**src/rtl/cache_pkg.sv**
```systemverilog
// cache_pkg: shared definitions for the cache request responder.
//   - FSM state encoding for the request sequencer
//   - default geometry (address/word/index widths) and derived tag width
//   - byte_merge(): overlays the enabled bytes of a new word onto an old word
package cache_pkg;

    localparam int ADDR_SIZE_DEF  = 16;
    localparam int WORD_SIZE_DEF  = 32;
    localparam int INDEX_BITS_DEF = 4;
    localparam int TAG_BITS_DEF   = ADDR_SIZE_DEF - INDEX_BITS_DEF;
    localparam int BVAL_BITS      = WORD_SIZE_DEF / 8;

    typedef enum logic [2:0] {
        ST_IDLE   = 3'd0,
        ST_LOOKUP = 3'd1,
        ST_MEM_RD = 3'd2,
        ST_MEM_WR = 3'd3,
        ST_RESP   = 3'd4
    } state_e;

    // Byte i of the result comes from new_word when bval[i] is set,
    // otherwise from old_word.
    function automatic logic [WORD_SIZE_DEF-1:0] byte_merge(
        input logic [WORD_SIZE_DEF-1:0] old_word,
        input logic [WORD_SIZE_DEF-1:0] new_word,
        input logic [BVAL_BITS-1:0]     bval
    );
        logic [WORD_SIZE_DEF-1:0] res;
        res = old_word;
        for (int i = 0; i < BVAL_BITS; i++) begin
            if (bval[i]) begin
                res[i*8 +: 8] = new_word[i*8 +: 8];
            end
        end
        return res;
    endfunction

endpackage

```
**src/rtl/cache_line_array.sv**
```systemverilog
// cache_line_array: direct-mapped, one-word-per-line storage.
// Ports:
//   clk, rst_n             clock; async active-low reset clears valid bits only
//   lk_idx/lk_tag          combinational lookup -> lk_hit, lk_data
//   fill_en/idx/tag/data   synchronous line fill (sets valid, tag, data)
//   wr_en/idx/data/bval    synchronous byte-masked update of line data
module cache_line_array
    import cache_pkg::*;
#(
    parameter int WORD_SIZE  = WORD_SIZE_DEF,
    parameter int INDEX_BITS = INDEX_BITS_DEF,
    parameter int TAG_BITS   = TAG_BITS_DEF
) (
    input  logic                   clk,
    input  logic                   rst_n,
    input  logic [INDEX_BITS-1:0]  lk_idx,
    input  logic [TAG_BITS-1:0]    lk_tag,
    output logic                   lk_hit,
    output logic [WORD_SIZE-1:0]   lk_data,
    input  logic                   fill_en,
    input  logic [INDEX_BITS-1:0]  fill_idx,
    input  logic [TAG_BITS-1:0]    fill_tag,
    input  logic [WORD_SIZE-1:0]   fill_data,
    input  logic                   wr_en,
    input  logic [INDEX_BITS-1:0]  wr_idx,
    input  logic [WORD_SIZE-1:0]   wr_data,
    input  logic [WORD_SIZE/8-1:0] wr_bval
);

    localparam int LINES = 1 << INDEX_BITS;

    logic [LINES-1:0]     valid_q, valid_d;
    logic [TAG_BITS-1:0]  tag_q  [LINES];
    logic [WORD_SIZE-1:0] data_q [LINES];

    always_comb begin
        valid_d = valid_q;
        if (fill_en) begin
            valid_d[fill_idx] = 1'b1;
        end
    end

    always_ff @(posedge clk or negedge rst_n) begin
        if (!rst_n) begin
            valid_q <= '0;
        end else begin
            valid_q <= valid_d;
        end
    end

    // Tag/data contents are don't-care after reset, so they carry no reset.
    always_ff @(posedge clk) begin
        if (fill_en) begin
            tag_q[fill_idx]  <= fill_tag;
            data_q[fill_idx] <= fill_data;
        end else if (wr_en) begin
            data_q[wr_idx] <= byte_merge(data_q[wr_idx], wr_data, wr_bval);
        end
    end

    assign lk_hit  = valid_q[lk_idx] && (tag_q[lk_idx] == lk_tag);
    assign lk_data = data_q[lk_idx];

endmodule

```
**src/rtl/cache_req_responder.sv**
```systemverilog
// cache_req_responder: cache-domain end of the CPU<->cache request link.
// Serves single-cycle cache_rd/cache_wr pulses from a direct-mapped,
// write-through, no-write-allocate word cache backed by a memory port.
// Ports:
//   cache_clk, cache_rst_n         clock, async active-low reset
//   cache_addr/wdata/bval/rd/wr    request in (one-cycle pulses)
//   cache_ack, cache_rdata         one-cycle completion, held read data
//   mem_addr/wdata/bval/rd/wr      memory request (level until mem_ack)
//   mem_ack, mem_rdata             memory completion
//   req_overrun                    sticky: request seen while busy, or rd+wr together
//   hit_cnt, miss_cnt              saturating read hit/miss counters
module cache_req_responder
    import cache_pkg::*;
#(
    parameter int ADDR_SIZE  = ADDR_SIZE_DEF,
    parameter int WORD_SIZE  = WORD_SIZE_DEF,
    parameter int INDEX_BITS = INDEX_BITS_DEF
) (
    input  logic                   cache_clk,
    input  logic                   cache_rst_n,
    input  logic [ADDR_SIZE-1:0]   cache_addr,
    input  logic [WORD_SIZE-1:0]   cache_wdata,
    input  logic [WORD_SIZE/8-1:0] cache_bval,
    input  logic                   cache_rd,
    input  logic                   cache_wr,
    output logic                   cache_ack,
    output logic [WORD_SIZE-1:0]   cache_rdata,
    output logic [ADDR_SIZE-1:0]   mem_addr,
    output logic [WORD_SIZE-1:0]   mem_wdata,
    output logic [WORD_SIZE/8-1:0] mem_bval,
    output logic                   mem_rd,
    output logic                   mem_wr,
    input  logic                   mem_ack,
    input  logic [WORD_SIZE-1:0]   mem_rdata,
    output logic                   req_overrun,
    output logic [15:0]            hit_cnt,
    output logic [15:0]            miss_cnt
);

    localparam int TAG_BITS = ADDR_SIZE - INDEX_BITS;

    state_e                 state_q, state_d;
    logic [ADDR_SIZE-1:0]   addr_q, addr_d;
    logic [WORD_SIZE-1:0]   wdata_q, wdata_d;
    logic [WORD_SIZE/8-1:0] bval_q, bval_d;
    logic                   is_wr_q, is_wr_d;
    logic [WORD_SIZE-1:0]   rdata_q, rdata_d;
    logic                   overrun_q, overrun_d;
    logic [15:0]            hit_cnt_q, hit_cnt_d;
    logic [15:0]            miss_cnt_q, miss_cnt_d;
    logic                   ack_q, mem_rd_q, mem_wr_q;

    logic                   lk_hit;
    logic [WORD_SIZE-1:0]   lk_data;
    logic                   fill_en, arr_wr_en;

    cache_line_array #(
        .WORD_SIZE  (WORD_SIZE),
        .INDEX_BITS (INDEX_BITS),
        .TAG_BITS   (TAG_BITS)
    ) u_lines (
        .clk       (cache_clk),
        .rst_n     (cache_rst_n),
        .lk_idx    (addr_q[INDEX_BITS-1:0]),
        .lk_tag    (addr_q[ADDR_SIZE-1:INDEX_BITS]),
        .lk_hit    (lk_hit),
        .lk_data   (lk_data),
        .fill_en   (fill_en),
        .fill_idx  (addr_q[INDEX_BITS-1:0]),
        .fill_tag  (addr_q[ADDR_SIZE-1:INDEX_BITS]),
        .fill_data (mem_rdata),
        .wr_en     (arr_wr_en),
        .wr_idx    (addr_q[INDEX_BITS-1:0]),
        .wr_data   (wdata_q),
        .wr_bval   (bval_q)
    );

    always_comb begin
        state_d    = state_q;
        addr_d     = addr_q;
        wdata_d    = wdata_q;
        bval_d     = bval_q;
        is_wr_d    = is_wr_q;
        rdata_d    = rdata_q;
        overrun_d  = overrun_q;
        hit_cnt_d  = hit_cnt_q;
        miss_cnt_d = miss_cnt_q;
        fill_en    = 1'b0;
        arr_wr_en  = 1'b0;

        case (state_q)
            ST_IDLE: begin
                if (cache_rd || cache_wr) begin
                    addr_d  = cache_addr;
                    wdata_d = cache_wdata;
                    bval_d  = cache_bval;
                    // A simultaneous rd+wr is served as the write.
                    is_wr_d = cache_wr;
                    state_d = ST_LOOKUP;
                    if (cache_rd && cache_wr) begin
                        overrun_d = 1'b1;
                    end
                end
            end
            ST_LOOKUP: begin
                if (!is_wr_q) begin
                    if (lk_hit) begin
                        rdata_d = lk_data;
                        if (hit_cnt_q != 16'hFFFF) hit_cnt_d = hit_cnt_q + 16'd1;
                        state_d = ST_RESP;
                    end else begin
                        if (miss_cnt_q != 16'hFFFF) miss_cnt_d = miss_cnt_q + 16'd1;
                        state_d = ST_MEM_RD;
                    end
                end else if (bval_q == '0) begin
                    state_d = ST_RESP;
                end else begin
                    // Write-through, no allocate: only a resident line is updated.
                    arr_wr_en = lk_hit;
                    state_d   = ST_MEM_WR;
                end
            end
            ST_MEM_RD: begin
                if (mem_ack) begin
                    fill_en = 1'b1;
                    rdata_d = mem_rdata;
                    state_d = ST_RESP;
                end
            end
            ST_MEM_WR: begin
                if (mem_ack) begin
                    state_d = ST_RESP;
                end
            end
            ST_RESP: begin
                state_d = ST_IDLE;
            end
            default: begin
                state_d = ST_IDLE;
            end
        endcase

        if ((state_q != ST_IDLE) && (cache_rd || cache_wr)) begin
            overrun_d = 1'b1;
        end
    end

    always_ff @(posedge cache_clk or negedge cache_rst_n) begin
        if (!cache_rst_n) begin
            state_q    <= ST_IDLE;
            addr_q     <= '0;
            wdata_q    <= '0;
            bval_q     <= '0;
            is_wr_q    <= 1'b0;
            rdata_q    <= '0;
            overrun_q  <= 1'b0;
            hit_cnt_q  <= '0;
            miss_cnt_q <= '0;
            ack_q      <= 1'b0;
            mem_rd_q   <= 1'b0;
            mem_wr_q   <= 1'b0;
        end else begin
            state_q    <= state_d;
            addr_q     <= addr_d;
            wdata_q    <= wdata_d;
            bval_q     <= bval_d;
            is_wr_q    <= is_wr_d;
            rdata_q    <= rdata_d;
            overrun_q  <= overrun_d;
            hit_cnt_q  <= hit_cnt_d;
            miss_cnt_q <= miss_cnt_d;
            // Strobes are registered copies of the next state, so they are
            // high exactly while the FSM sits in the matching state.
            ack_q      <= (state_d == ST_RESP);
            mem_rd_q   <= (state_d == ST_MEM_RD);
            mem_wr_q   <= (state_d == ST_MEM_WR);
        end
    end

    assign cache_ack   = ack_q;
    assign cache_rdata = rdata_q;
    assign mem_addr    = addr_q;
    assign mem_wdata   = wdata_q;
    assign mem_bval    = bval_q;
    assign mem_rd      = mem_rd_q;
    assign mem_wr      = mem_wr_q;
    assign req_overrun = overrun_q;
    assign hit_cnt     = hit_cnt_q;
    assign miss_cnt    = miss_cnt_q;

endmodule

```
**config.mk**
```make
export PLATFORM = sky130hd
export DESIGN_NAME = cache_req_responder
export DESIGN_NICKNAME = d
export VERILOG_FILES = /design/src/rtl/cache_pkg.sv /design/src/rtl/cache_line_array.sv /design/src/rtl/cache_req_responder.sv
export SDC_FILE = /design/constraint.sdc
export NUM_CORES = 1
export LEC_CHECK = 0
export CAP_MARGIN = 20
export CORE_UTILIZATION = 55
export DETAILED_ROUTE_END_ITERATION = 16
export PLACE_DENSITY = 0.75
export SKIP_CTS_REPAIR_TIMING = 1
export SLEW_MARGIN = 40
export SYNTH_ARGS = -nofsm -noshare
export SYNTH_HDL_FRONTEND = slang
export SYNTH_SLANG_ARGS = --single-unit
```
**constraint.sdc**
```tcl
create_clock -name cache_clk -period 13.58 [get_ports cache_clk]
set_input_delay 2.037 -clock cache_clk [delete_from_list [all_inputs] [get_ports cache_clk]]
set_output_delay 2.037 -clock cache_clk [all_outputs]
set_load 0.01 [all_outputs]
```
==> impl_metrics.yaml <==
sta:
  period_share_pct: 44.4
  worst_slew_pin_slew_ns: 0.875
  finalSetupViolations: 0
  timing.fmax_ghz: 0.166
  min_period_ns: 6.03
  hold_viol: 0
  tns_ns: 0
  maxSlewViolCount: 0
  timing.slew.headroom_pct: 41.7
  finClkSkew_ns: 0.0209
  setup_slack_ns: 7.55
  rsz0062_at_grt: "no"
finish:
  area_delta_synth_final_pct: 18.2
  antenna_cells: 0
  nets: 1986
  drive_gt1_share_pct: 31.5
grt:
  grt_util_all_layers_pct: 24.9
  grt_pass1_wl_um: 114000
  grt_max_degree: 87
  grt_antenna_before_repair: 1
  grt_pass1_vias: 17900
  grt_overflow: 0
clocking:
  clk_latency_ns: 0.63
  cts_sinks: 844
  root_buffer: "clkbuf_16"
  numCtsBuffers: 85
  clkTransAtPathRegs_ns: 0.06
  cts_tree: "built"
  cts_max_level: 3
  cts_buffer_depth: 3
worst_hold_path:
  hp-class: "flop to flop"
synthesis:
  ys_seq_elements: 844
  synth_nets: 1728
  ys_top_cells_by_count: "704 x edfxtp_1, 204 x mux4_2, 184 x mux2_2"
  yosys.cell_types.count: 55
  syn_inst: 1637
  synth_ff_type: "edfxtp_1"
  synthArstFlopShare_pct: 16.6
  synth_area_um2: 33800
  synth_edf_count: 704
  ys_seq_area_share_pct: 73.0
  netlist.area_leader.share_pct: 62.6
  yosysWarnings: 0
  yosysMostFrequentCell: "edfxtp_1"
  ys_top_cells_by_area: "edfxtp_1 63%, mux4_2 14%, dfrtp_1 10%"
  avgSynthCellArea_um2: 20.6
  synth_top_area_cell: "edfxtp_1"
critical_path:
  critPathRequiredTime_ns: 13.83
  path_cells: "buf_12 > buf_16 > buf_6 > mux4_2 > xnor2_1 > nand2_1 > o311a_1 > or4_1 > nor4_4 > buf_4 > a21oi_4 > nor4_2 > buf_4"
  slowest_stage: "dfrtp_4"
  crit_top_cell: "buf_4"
  end_kind: "flop"
  arrival_ns: 6.28
  worstSetupPathType: "flop to flop"
  cpPeakStageDelay_ns: 0.75
  startpoint_type: "flop"
  crit_fanout: 71
detailed_routing:
  drtAntennaViolNets: 0
  avgRoutedWirePerCell_um: 27.7
  drt_pass1_iterations: 5
  drt_iter0_markers: 1848
  drc: 0
  vias_per_cell: 6.31
  drt_wl_total_um: 76200
  dr_total_vias: 17300
floorplanning:
  coreArea_um2: 60500
  fp-row-count: 90
  fp.dieH_um: 250
  die_w_um: 250
  start_util_pct: 55.8
  die-area_um2: 62400
  boundaryPins: 209
power_and_ir_drop:
  power_frac_comb_pct: 29.9
  p_int_mw: 5.86
  p_sw_share_pct: 29.3
  p_leak_nw: 13.5
  power.sequential.fraction_pct: 41.8
  pwr-share-clk_pct: 28.3
  switchingPower_mw: 2.43
  peakVddDrop_uv: 143
  power_density_nw_per_um2: 208
placed_design:
  dp_worst_setup_slack_ns: 7.47
  portBuffers: 208
  place.gp.congestion: 0.848
  hpwl_um: 42000
outcome:
  status: "finished clean"
flow_run:
  maxCapViolCount: 0
==> power by group through the flow <==
stage | logic (mW) | clock network [mW] | registers, mW
6_report | 2.48 | 2.35 | 3.47
2_1_floorplan | 1.70 | 0 | 3.38
5_1_grt | 2.64 | 2.49 | 3.51
4_1_cts | 2.51 | 2.38 | 3.48
3_3_place_gp | 2.44 | 0 | 3.51
3_5_place_dp | 2.49 | 0 | 3.53
==> per-layer routing <==
layer  global-route usage, %  share of wire [%]  up-vias
met3                    4.04                7.7      129
met2                    39.8                 49      818
li1                        -                  -     7231
met4                    7.83                2.3        2
met1                    35.5                 41     9145
met5                       0             0.0092        -
==> registers in the layout, summed over array words and instances (netlist names), 3 cells and up <==
signal,flops
state_q,3
miss_cnt,16
hit_cnt,16
mem_wdata,32
u_lines.valid_q,16
u_lines.data_q,512
mem_bval,4
mem_addr,16
u_lines.tag_q,192
cache_rdata,32
==> per-stage QoR <==
step / cell area [um2] / power (mW) / hold WS [ns] / instances / util [%]
6_report: 39900 / 8.30 / 0.466 / 2747 / 66.0
3_3_place_gp: 36900 / 5.95 / 0.445 / 2585 / 61.1
4_1_cts: 39900 / 8.36 / 0.467 / 2744 / 65.9
2_1_floorplan: 33800 / 5.08 / 0.434 / 1637 / -
3_5_place_dp: 37000 / 6.02 / 0.452 / 2587 / 61.2
5_1_grt: 39900 / 8.63 / 0.484 / 2747 / 66.0
==> path summary, 6_finish.rpt <==
kind	start	endpoint	slack (ns)	cells after the start
max	mem_addr[0]	u_lines.data_q[2][25]	7.55	13
min	u_lines.valid_q[6]	u_lines.valid_q[6]	0.47	1
max reg2reg	mem_addr[0]	u_lines.data_q[2][25]	7.55	13
min reg2reg	u_lines.valid_q[6]	u_lines.valid_q[6]	0.47	1
max in group asynchronous	cache_rst_n	mem_wdata[11]	11.42	3
min in group asynchronous	cache_rst_n	mem_addr[13]	1.28	1
==> layout by cell type (no fill, tap or decap), drive strengths merged, types with 2 or more instances in the layout <==
cell type	n
a21oi	9
a22oi	6
a2bb2oi	2
a31oi	3
and2	7
and3	20
and4	2
buf	53
bufinv	8
clkbuf	116
clkdlybuf4s50	207
clkinv	28
dfrtp	140
edfxtp	704
ha	2
inv	7
mux2	186
mux2i	24
mux4	204
nand2	24
nand2b	7
nand3	16
nand4	11
nor2	31
nor2b	7
nor3	25
nor3b	2
nor4	11
nor4b	2
o21ai	6
o22ai	13
or2	20
or3	2
or4	2
xnor2	26
xor2	16
==> area by class of cell <==
cell class,count,area (um2)
well taps,782,978
clock inverters,41,472
clock buffers,116,2360
inverters,3,11.3
repair buffers,260,2580
multi-input cells,701,8850
fillers,3803,20600
flip-flops and latches,844,24700
==> critical path, delay by kind of cell (launching register included) <==
family / cells / cell delay, ns
buffers and inverters: 5 / 2.44
and+or+nand+nor: 4 / 1.09
DFF: 1 / 0.75
muxes: 1 / 0.60
AOI/OAI and AO/OA: 2 / 0.43
xor gates and xnor gates: 1 / 0.15
==> cells by family after synthesis <==
| kind of cell | after synthesis | share of synthesized area, % |
|---|---|---|
| DFF | 844 | 73.0 |
| muxes | 414 | 20.5 |
| and+or+nand+nor | 192 | 3.11 |
| buffers and inverters | 92 | 1.20 |
| AOI/OAI and AO/OA | 51 | 1.02 |
| xor gates and xnor gates | 42 | 1.09 |
| adders and majority gates | 2 | 0.0741 |
(Power assumes the default switching activity.)
